--- src/rtl/xif_offload_pkg.sv ---
// Shared types for the offload-interface initiator: ID type, issue FSM states,
// and the issue/result payload records.
package xif_offload_pkg;

    localparam int XIF_ID_WIDTH = 4;

    typedef logic [XIF_ID_WIDTH-1:0] xif_id_t;

    typedef enum logic {
        IDLE  = 1'b0,
        ISSUE = 1'b1
    } issue_state_e;

    typedef struct packed {
        logic [31:0] instr;
        logic [31:0] rs1;
        xif_id_t     id;
    } xif_issue_t;

    typedef struct packed {
        xif_id_t     id;
        logic [31:0] data;
    } xif_result_t;

endpackage

--- src/rtl/xif_offload_initiator_id_tracker.sv ---
// In-flight ID bookkeeping: bitmap of outstanding IDs, outstanding count and
// the next sequential ID. Allocation always takes next_id; there is no search.
module xif_id_tracker #(
    parameter int ID_W    = 4,
    parameter int MAX_OUT = 4,
    parameter int CNT_W   = $clog2(MAX_OUT + 1)
) (
    input  logic             ck,
    input  logic             rst,
    input  logic             alloc_i,
    input  logic             retire_i,
    input  logic [ID_W-1:0]  retire_id_i,
    input  logic [ID_W-1:0]  lookup_id_i,
    output logic [ID_W-1:0]  next_id_o,
    output logic [CNT_W-1:0] cnt_o,
    output logic             full_o,
    output logic             id_free_o,
    output logic             lookup_hit_o
);

    localparam int N_IDS = 2 ** ID_W;
    localparam logic [ID_W-1:0]  ID_ONE  = ID_W'(1);
    localparam logic [CNT_W-1:0] CNT_ONE = CNT_W'(1);
    localparam logic [CNT_W-1:0] CNT_MAX = CNT_W'(MAX_OUT);

    logic [N_IDS-1:0] inflight_q, inflight_d;
    logic [CNT_W-1:0] cnt_q, cnt_d;
    logic [ID_W-1:0]  next_id_q, next_id_d;

    // Retire and alloc never target the same bit: the allocated ID is free.
    always_comb begin
        inflight_d = inflight_q;
        cnt_d      = cnt_q;
        next_id_d  = next_id_q;
        if (retire_i) begin
            inflight_d[retire_id_i] = 1'b0;
        end
        if (alloc_i) begin
            inflight_d[next_id_q] = 1'b1;
            next_id_d             = next_id_q + ID_ONE;
        end
        case ({alloc_i, retire_i})
            2'b10:   cnt_d = cnt_q + CNT_ONE;
            2'b01:   cnt_d = cnt_q - CNT_ONE;
            default: cnt_d = cnt_q;
        endcase
    end

    always_ff @(posedge ck) begin
        if (rst) begin
            inflight_q <= '0;
            cnt_q      <= '0;
            next_id_q  <= '0;
        end else begin
            inflight_q <= inflight_d;
            cnt_q      <= cnt_d;
            next_id_q  <= next_id_d;
        end
    end

    assign next_id_o    = next_id_q;
    assign cnt_o        = cnt_q;
    assign full_o       = (cnt_q >= CNT_MAX);
    assign id_free_o    = ~inflight_q[next_id_q];
    assign lookup_hit_o = inflight_q[lookup_id_i];

    cnt_no_overflow: assert property (@(posedge ck) disable iff (rst)
        (alloc_i && !retire_i) |-> (cnt_q != CNT_MAX));
    cnt_no_underflow: assert property (@(posedge ck) disable iff (rst)
        (retire_i && !alloc_i) |-> (cnt_q != '0));

endmodule

--- src/rtl/xif_offload_initiator.sv ---
// Core-side offload initiator: issues core-stub requests with unique IDs and
// retires out-of-order results. Optional watchdog: XIF_RESULT_TIMEOUT_EN.
//
//   state | meaning
//   IDLE  | may accept a core request when not full and next_id is free
//   ISSUE | issue_* held stable until the coprocessor handshakes
module xif_offload_initiator
    import xif_offload_pkg::*;
#(
    parameter int X_ID_WIDTH      = XIF_ID_WIDTH,
    parameter int MAX_OUTSTANDING = 4
`ifdef XIF_RESULT_TIMEOUT_EN
   ,parameter int TIMEOUT_CYCLES  = 256
`endif
) (
    input  logic                                   ck,
    input  logic                                   rst,
    input  logic                                   req_valid,
    output logic                                   req_ready,
    input  logic [31:0]                            req_instr,
    input  logic [31:0]                            req_rs1,
    output logic                                   issue_valid,
    input  logic                                   issue_ready,
    input  logic                                   issue_accept,
    output logic [31:0]                            issue_instr,
    output logic [31:0]                            issue_rs1,
    output logic [X_ID_WIDTH-1:0]                  issue_id,
    input  logic                                   result_valid,
    output logic                                   result_ready,
    input  logic [X_ID_WIDTH-1:0]                  result_id,
    input  logic [31:0]                            result_data,
    output logic                                   wb_valid,
    output logic [X_ID_WIDTH-1:0]                  wb_id,
    output logic [31:0]                            wb_data,
    output logic                                   reject_pulse,
    output logic                                   err_unknown_id,
    output logic [$clog2(MAX_OUTSTANDING+1)-1:0]   outstanding_cnt,
    output logic                                   busy
`ifdef XIF_RESULT_TIMEOUT_EN
   ,output logic                                   timeout_err
`endif
);

    localparam int CNT_W = $clog2(MAX_OUTSTANDING + 1);

    // Payload records are sized by the package, so the ID width must agree.
    if (X_ID_WIDTH != XIF_ID_WIDTH) begin : g_bad_id_width
        $error("X_ID_WIDTH must equal xif_offload_pkg::XIF_ID_WIDTH");
    end
    if (MAX_OUTSTANDING < 1 || MAX_OUTSTANDING > 2 ** X_ID_WIDTH) begin : g_bad_max_out
        $error("MAX_OUTSTANDING must be in 1..2**X_ID_WIDTH");
    end

    issue_state_e     state_q, state_d;
    xif_issue_t       issue_q, issue_d;
    xif_result_t      wb_q, wb_d;
    logic             wb_valid_q, wb_valid_d;
    logic             reject_q, reject_d;
    logic             err_q, err_d;
    logic             alloc;
    logic             retire;
    logic             lookup_hit;
    logic             full;
    logic             id_free;
    xif_id_t          next_id;
    logic [CNT_W-1:0] cnt;

    xif_id_tracker #(
        .ID_W    (X_ID_WIDTH),
        .MAX_OUT (MAX_OUTSTANDING),
        .CNT_W   (CNT_W)
    ) u_id_tracker (
        .ck           (ck),
        .rst          (rst),
        .alloc_i      (alloc),
        .retire_i     (retire),
        .retire_id_i  (result_id),
        .lookup_id_i  (result_id),
        .next_id_o    (next_id),
        .cnt_o        (cnt),
        .full_o       (full),
        .id_free_o    (id_free),
        .lookup_hit_o (lookup_hit)
    );

    always_comb begin
        state_d   = state_q;
        issue_d   = issue_q;
        req_ready = 1'b0;
        alloc     = 1'b0;
        reject_d  = 1'b0;
        case (state_q)
            IDLE: begin
                req_ready = ~rst & ~full & id_free;
                if (req_valid && req_ready) begin
                    issue_d = '{instr: req_instr, rs1: req_rs1, id: next_id};
                    state_d = ISSUE;
                end
            end
            ISSUE: begin
                if (issue_ready) begin
                    alloc    = issue_accept;
                    reject_d = ~issue_accept;
                    state_d  = IDLE;
                end
            end
            default: state_d = IDLE;
        endcase
    end

    // Results are never back-pressured; unknown IDs are dropped and flagged.
    always_comb begin
        retire     = result_valid & lookup_hit;
        wb_valid_d = retire;
        err_d      = result_valid & ~lookup_hit;
        wb_d       = wb_q;
        if (retire) begin
            wb_d = '{id: result_id, data: result_data};
        end
    end

    always_ff @(posedge ck) begin
        if (rst) begin
            state_q    <= IDLE;
            issue_q    <= '0;
            wb_q       <= '0;
            wb_valid_q <= 1'b0;
            reject_q   <= 1'b0;
            err_q      <= 1'b0;
        end else begin
            state_q    <= state_d;
            issue_q    <= issue_d;
            wb_q       <= wb_d;
            wb_valid_q <= wb_valid_d;
            reject_q   <= reject_d;
            err_q      <= err_d;
        end
    end

    assign issue_valid     = (state_q == ISSUE);
    assign issue_instr     = issue_q.instr;
    assign issue_rs1       = issue_q.rs1;
    assign issue_id        = issue_q.id;
    assign result_ready    = 1'b1;
    assign wb_valid        = wb_valid_q;
    assign wb_id           = wb_q.id;
    assign wb_data         = wb_q.data;
    assign reject_pulse    = reject_q;
    assign err_unknown_id  = err_q;
    assign outstanding_cnt = cnt;
    assign busy            = issue_valid | (cnt != '0);

`ifdef XIF_RESULT_TIMEOUT_EN
    localparam int WD_W = $clog2(TIMEOUT_CYCLES + 1);
    localparam logic [WD_W-1:0] WD_MAX = WD_W'(TIMEOUT_CYCLES);
    localparam logic [WD_W-1:0] WD_ONE = WD_W'(1);

    logic [WD_W-1:0] wd_q, wd_d;

    // Saturates at the limit so timeout_err holds until a retire.
    always_comb begin
        wd_d = wd_q;
        if (retire || cnt == '0) begin
            wd_d = '0;
        end else if (wd_q != WD_MAX) begin
            wd_d = wd_q + WD_ONE;
        end
    end

    always_ff @(posedge ck) begin
        if (rst) begin
            wd_q <= '0;
        end else begin
            wd_q <= wd_d;
        end
    end

    assign timeout_err = (wd_q == WD_MAX);
`endif

endmodule

--- config.mk ---
export PLATFORM = sky130hd
export DESIGN_NAME = xif_offload_initiator
export DESIGN_NICKNAME = d
export VERILOG_FILES = /design/src/rtl/xif_offload_pkg.sv /design/src/rtl/xif_offload_initiator_id_tracker.sv /design/src/rtl/xif_offload_initiator.sv
export SDC_FILE = /design/constraint.sdc
export NUM_CORES = 1
export LEC_CHECK = 0
export BUFFER_PORTS_ARGS = -buffer_cell sky130_fd_sc_hd__buf_2
export CAP_MARGIN = 20
export CORE_MARGIN = 1.5
export CORE_UTILIZATION = 49
export CTS_BUF_LIST = sky130_fd_sc_hd__clkbuf_4 sky130_fd_sc_hd__clkbuf_8 sky130_fd_sc_hd__clkbuf_16
export CTS_CLUSTER_SIZE = 16
export DETAILED_ROUTE_END_ITERATION = 10
export PLACE_DENSITY = 0.8
export SETUP_SLACK_MARGIN = 0.15
export SLEW_MARGIN = 20
export SYNTH_ARGS = -nofsm -noshare
export SYNTH_HDL_FRONTEND = slang
export SYNTH_SLANG_ARGS = --single-unit
--- constraint.sdc ---
create_clock -name ck -period 3.85 [get_ports ck]
set_input_delay 0.77 -clock ck [delete_from_list [all_inputs] [get_ports ck]]
set_output_delay 0.77 -clock ck [all_outputs]
set_load 0.05 [all_outputs]
* Word-level counts from Yosys, hierarchy flattened *
Index checks and enable logic that the tools add are counted.

word-level totals
  register bits after elaboration = 131
  word-level logic and storage cells = 61
  input port bits = 106
  output and inout port bits = 114

cells by class
  bitwise logic cells = 15
  reductions and logical operators = 7
  add/subtract/negate cells = 3
  $lt $le $gt $ge = 5
  equal/unequal tests = 2
  multiplexer cells = 17

operator list
  operator                                              count
  two-way mux 16 bit                                    2
  AND 16 bit                                            1
  inverter 16 bit                                       1
  OR 16 bit                                             1
  < comparator 4 x 5 -> 1 bit (second input constant)   2
  two-way mux 1 bit                                     9
  binary-select mux 1 bit (select 4 bit)                2
  demux 1 bit (select 4 bit)                            2
  >= comparator 4 x 1 -> 1 bit (second input constant)  2
  inverter 1 bit                                        7
  one-hot mux 3 bit (2 select lines)                    1
  adder 4 x 1 -> 4 bit (second input constant)          1
  AND 1 bit                                             4
  adder 3 x 1 -> 3 bit (second input constant)          1
  >= comparator 3 bit (second input constant)           1
  logical AND 1 bit                                     3
  nonzero test 3 bit                                    1
  OR reduction 3 bit                                    1
  subtractor 3 x 1 -> 3 bit (second input constant)     1
  == test 2 x 1 -> 1 bit (second input constant)        1
  == test 2 bit (second input constant)                 1
  one-hot mux 1 bit (2 select lines)                    1
  AND reduction 2 bit                                   1
  nonzero test 2 bit                                    1
  OR 1 bit                                              1

* Depth between registers and ports, before layout *
  depth in word-level cells = 9
  depth in mapped cells = 13
  depth with buffers taken out = 10

* Cells and area by module *
A second synthesis with hierarchy kept.

second synthesis, totals
  cells, all modules = 614
  area total of the unflattened synthesis = 6012.0 um^2

modules (own cells, without submodules)
  module                 area an instance (um^2)  instances  cells each  seq. area each (um^2)
  xif_offload_initiator  4715.8                   1          476         2162.1
  xif_id_tracker         1296.2                   1          138         460.4

* Worst setup path before layout *
Ideal clock, no wire load.

  kind = flip-flop to output port
  from = register u_id_tracker.next_id_q[1] (netlist: u_id_tracker.next_id_o[1])
  to = output req_ready
  cell stages (with the launch flop) = 8
  required time = 3.080 ns
  arrival = 2.802 ns
  path buffers = 3
  path slack = 0.278 ns
  cell sequence = dfxtp_1 -> buf_6 -> mux2i_1 -> mux4_2 -> mux2i_4 -> buf_6 -> buf_8 -> nor4_1

on the way
  cells in the longest elaborated chain, start to end = 5

ends and longest elaborated chain
  what                                     line                                    source
  from (decl)                              xif_offload_initiator_id_tracker.sv:28  logic [ID_W-1:0] next_id_q, next_id_d;
  from (signal assigned)                   xif_offload_initiator_id_tracker.sv:57  next_id_q <= next_id_d;
  binary-select mux 1 bit (select 4 bit)   xif_offload_initiator_id_tracker.sv:64  assign id_free_o = ~inflight_q[next_id_q];
  two-way mux 1 bit (implied by the code)  xif_offload_initiator_id_tracker.sv:64
  inverter 1 bit                           xif_offload_initiator_id_tracker.sv:64
  AND 1 bit                                xif_offload_initiator.sv:94             req_ready = ~rst & ~full & id_free;
  two-way mux 1 bit                        xif_offload_initiator.sv:92             case (state_q)
  to (decl)                                xif_offload_initiator.sv:19             output logic req_ready,

Every way passes these cells. The select of a mux whose other input is x is not followed.

* Worst setup path in the final report *
Ends and elaborated chain as after synthesis.

==> flow_summary.json <==
{
  "synth_edf_count": 0,
  "status": "complete, no violations",
  "ir_drop_mv": 0.372,
  "grt_pass1_vias": 5007,
  "dp_cells": 959,
  "antenna_cells": 0,
  "cts_setup_buffers": 0,
  "synth_compound_area_share_pct": 22.7,
  "cp.arrival_ns": 2.37,
  "r2r-end": "issue_instr[0]",
  "reg2reg_from": "u_id_tracker.next_id_o[1]",
  "dp_worst_setup_slack_ns": 0.766,
  "cp_max_fo": 13,
  "die_w_um": 111,
  "synth_top_area_cell": "dfxtp_1",
  "htreeDepth": 4,
  "drv_cap": 0,
  "synth_ff_type": "dfxtp_1",
  "synthesis.nets": 774,
  "worstMarginPinSlew_ns": 0.984,
  "overflow": 0,
  "tns_ns": 0,
  "ys_top_cells_by_count": "131 x dfxtp_1, 115 x a21oi_1, 109 x o21ai_0",
  "die_h_um": 111,
  "async_flop_share_pct": 0,
  "synth_most_common_cell": "dfxtp_1",
  "critPathLaunch": "u_id_tracker.next_id_o[1]",
  "nFillCells": 987,
  "globalRouteTotalUtil_pct": 23.5,
  "hold_viol": 0,
  "r2r_slack_ns": 0.80,
  "cts_tree": "yes",
  "endpoint": "req_ready",
  "period_share_pct": 81.4,
  "yosys.area_share.simple_pct": 20.3,
  "synth_seq_cells": 131,
  "grt_antenna_before_repair": 0,
  "cts.sinks": 131,
  "rsz0062_at_grt": "no",
  "synth_area_um2": 5750,
  "slew_headroom_pct": 34.4,
  "synth_xor_xnor_area_share_pct": 0.457,
  "total_power_mw": 3.93,
  "yosysTopAreaCellShare_pct": 45.6,
  "seq_area_um2": 2620,
  "synth-adder-area-share_pct": 1.22,
  "maxSlewViolCount": 0,
  "period_needed_ns": 3.14,
  "clk_latency_ns": 0.41,
  "io_pins": 220,
  "synth_top_family_by_area": "compound AO/OA/AOI/OAI gates",
  "drc_errors": 0,
  "cts_made_buffers": 17,
  "yosys-top-cells-area": "dfxtp_1 46%, a21oi_1 10%, o21ai_0 9.5%, or3b_2 9.1%, nand3_1 3.4%",
  "clock_skew_ns": 0.0126,
  "drt_iter0_drc": 585,
  "grt_pass1_wl_um": 24200,
  "dp_hpwl_um": 9170,
  "antenna_left": 0,
  "place_congestion": 0.874,
  "muxShareOfSynthArea_pct": 3.66,
  "core_area_um2": 11400,
  "r2r_cells": 6,
  "drive_gt1_share_pct": 38.3,
  "cts.repair.resized": 0,
  "port_buffers": 218,
  "worstSetupStartpointType": "register",
  "area_growth_pct": 29.1,
  "critical_path.endpoint_type": "output pin",
  "synth.distinct_cells": 47,
  "clk_pin_slew_ns": 0.06,
  "wl_per_cell_um": 15.2,
  "multi_input_area_um2": 2810,
  "dieArea_um2": 12400,
  "powerDensity_nw_per_um2": 530,
  "grt_max_degree": 137,
  "seq_area_frac_synth_pct": 45.6,
  "synth_warnings": 0,
  "finalNonFillerCells": 991,
  "viasPerCell": 5.58,
  "dr.pass1.iters": 5,
  "avgSynthCellArea_um2": 8.67,
  "vias": 5532,
  "crit_required_ns": 3.08,
  "fmax_ghz": 0.319,
  "cts-hold-fix-buffers": 0,
  "finalSetupViolCount": 0,
  "num_rows": 39,
  "layout_setup_ws_ns": 0.715,
  "drt-total-wl_um": 15000,
  "clockRootBuffer": "clkbuf_16",
  "start_util_pct": 50.3,
  "fin_nets": 946,
  "cts.path.max_buffers": 2,
  "p_leak_nw": 3.13,
  "syn-instance-count": 663,
  "worstSetupPathType": "reg2out",
  "hold_path_class": "reg2reg"
}
[cell type report]
cell class	instances	area share [%]
clock inverters	10	2.40
repair buffers	224	15.4
clock buffers	22	6.49
well taps	143	2.41
multi-input cells	458	37.8
inverters	3	0.152
flip-flops and latches	131	35.4
[worst min-delay path by stage]
stage,start,endpoint,slack (ns),depth (start not counted)
floorplan,u_id_tracker.inflight_q[4],u_id_tracker.inflight_q[4],0.46,2
global placement,wb_data[24],wb_data[24],0.45,2
detailed placement,wb_data[3],wb_data[3],0.45,2
CTS,wb_data[14],wb_data[14],0.46,2
global route,wb_data[7],wb_data[7],0.48,2
finish,wb_data[20],wb_data[20],0.46,2
[cells by family (layout without fill, tap and decap cells)]
family          Yosys count  in the layout
flops                   131            131
xor+xnor                  3              3
buf+inv                  74            259
fa+ha+maj                 5              5
simple gates            186            186
other cells               1              1
mux                      17             17
compound gates          246            246
[cells in the final DEF, fill, tap and decap left out, types with 4 or more instances in the layout]
master and count:
a21oi_1 115, a32o_1 8, buf_2 217, buf_4 7, bufinv_16 5, clkbuf_16 17, clkinv_2 4, dfxtp_1 131
ha_1 4, mux2i_1 12, nand2_1 25, nand3_1 39, nor2_1 20, nor2b_1 4, nor3_1 5, o21ai_0 109
o22ai_1 4, or3_1 5, or3b_1 5, or3b_2 60
[per-stage QoR]
step | cell area [µm²] | hold WS [ns] | util, %
after global routing | 7420 | 0.481 | 65.0
after CTS | 7410 | 0.459 | 64.9
after floorplan | 5750 | 0.456 | -
final | 7420 | 0.458 | 65.0
after detailed placement | 6750 | 0.454 | 59.1
after global placement | 6750 | 0.448 | 59.1
[flip-flops by register name (all words and copies together) (netlist names)]
name and cells:
issue_id 4, wb_valid 1, u_id_tracker.inflight_q 16, issue_instr 32, wb_id 4, err_unknown_id 1, u_id_tracker.next_id_o 4, wb_data 32
issue_rs1 32, u_id_tracker.cnt_o 3, reject_pulse 1, issue_valid 1
[per-layer routing]
metal | global-route usage [%] | routed length (µm)
met1 | 29.5 | 6500
met4 | 6.41 | 116
met2 | 38.0 | 7070
met3 | 8.47 | 1330
met5 | 0 | 0
[where the power goes]
group | internal (mW) | total [mW] | switching (mW)
logic | 0.193 | 0.686 | 0.493
registers | 1.43 | 1.47 | 0.0373
clock network | 1.21 | 1.77 | 0.561
total | 2.84 | 3.93 | 1.09
[worst max-delay path, cell delays in order (launching register included)]
cell and delay [ns]:
dfxtp_1 0.73, mux2i_1 0.17, mux4_2 0.56, mux2i_4 0.17, nor4_1 0.07, buf_2 0.25
Note: power is estimated with default switching activity, not from simulation.
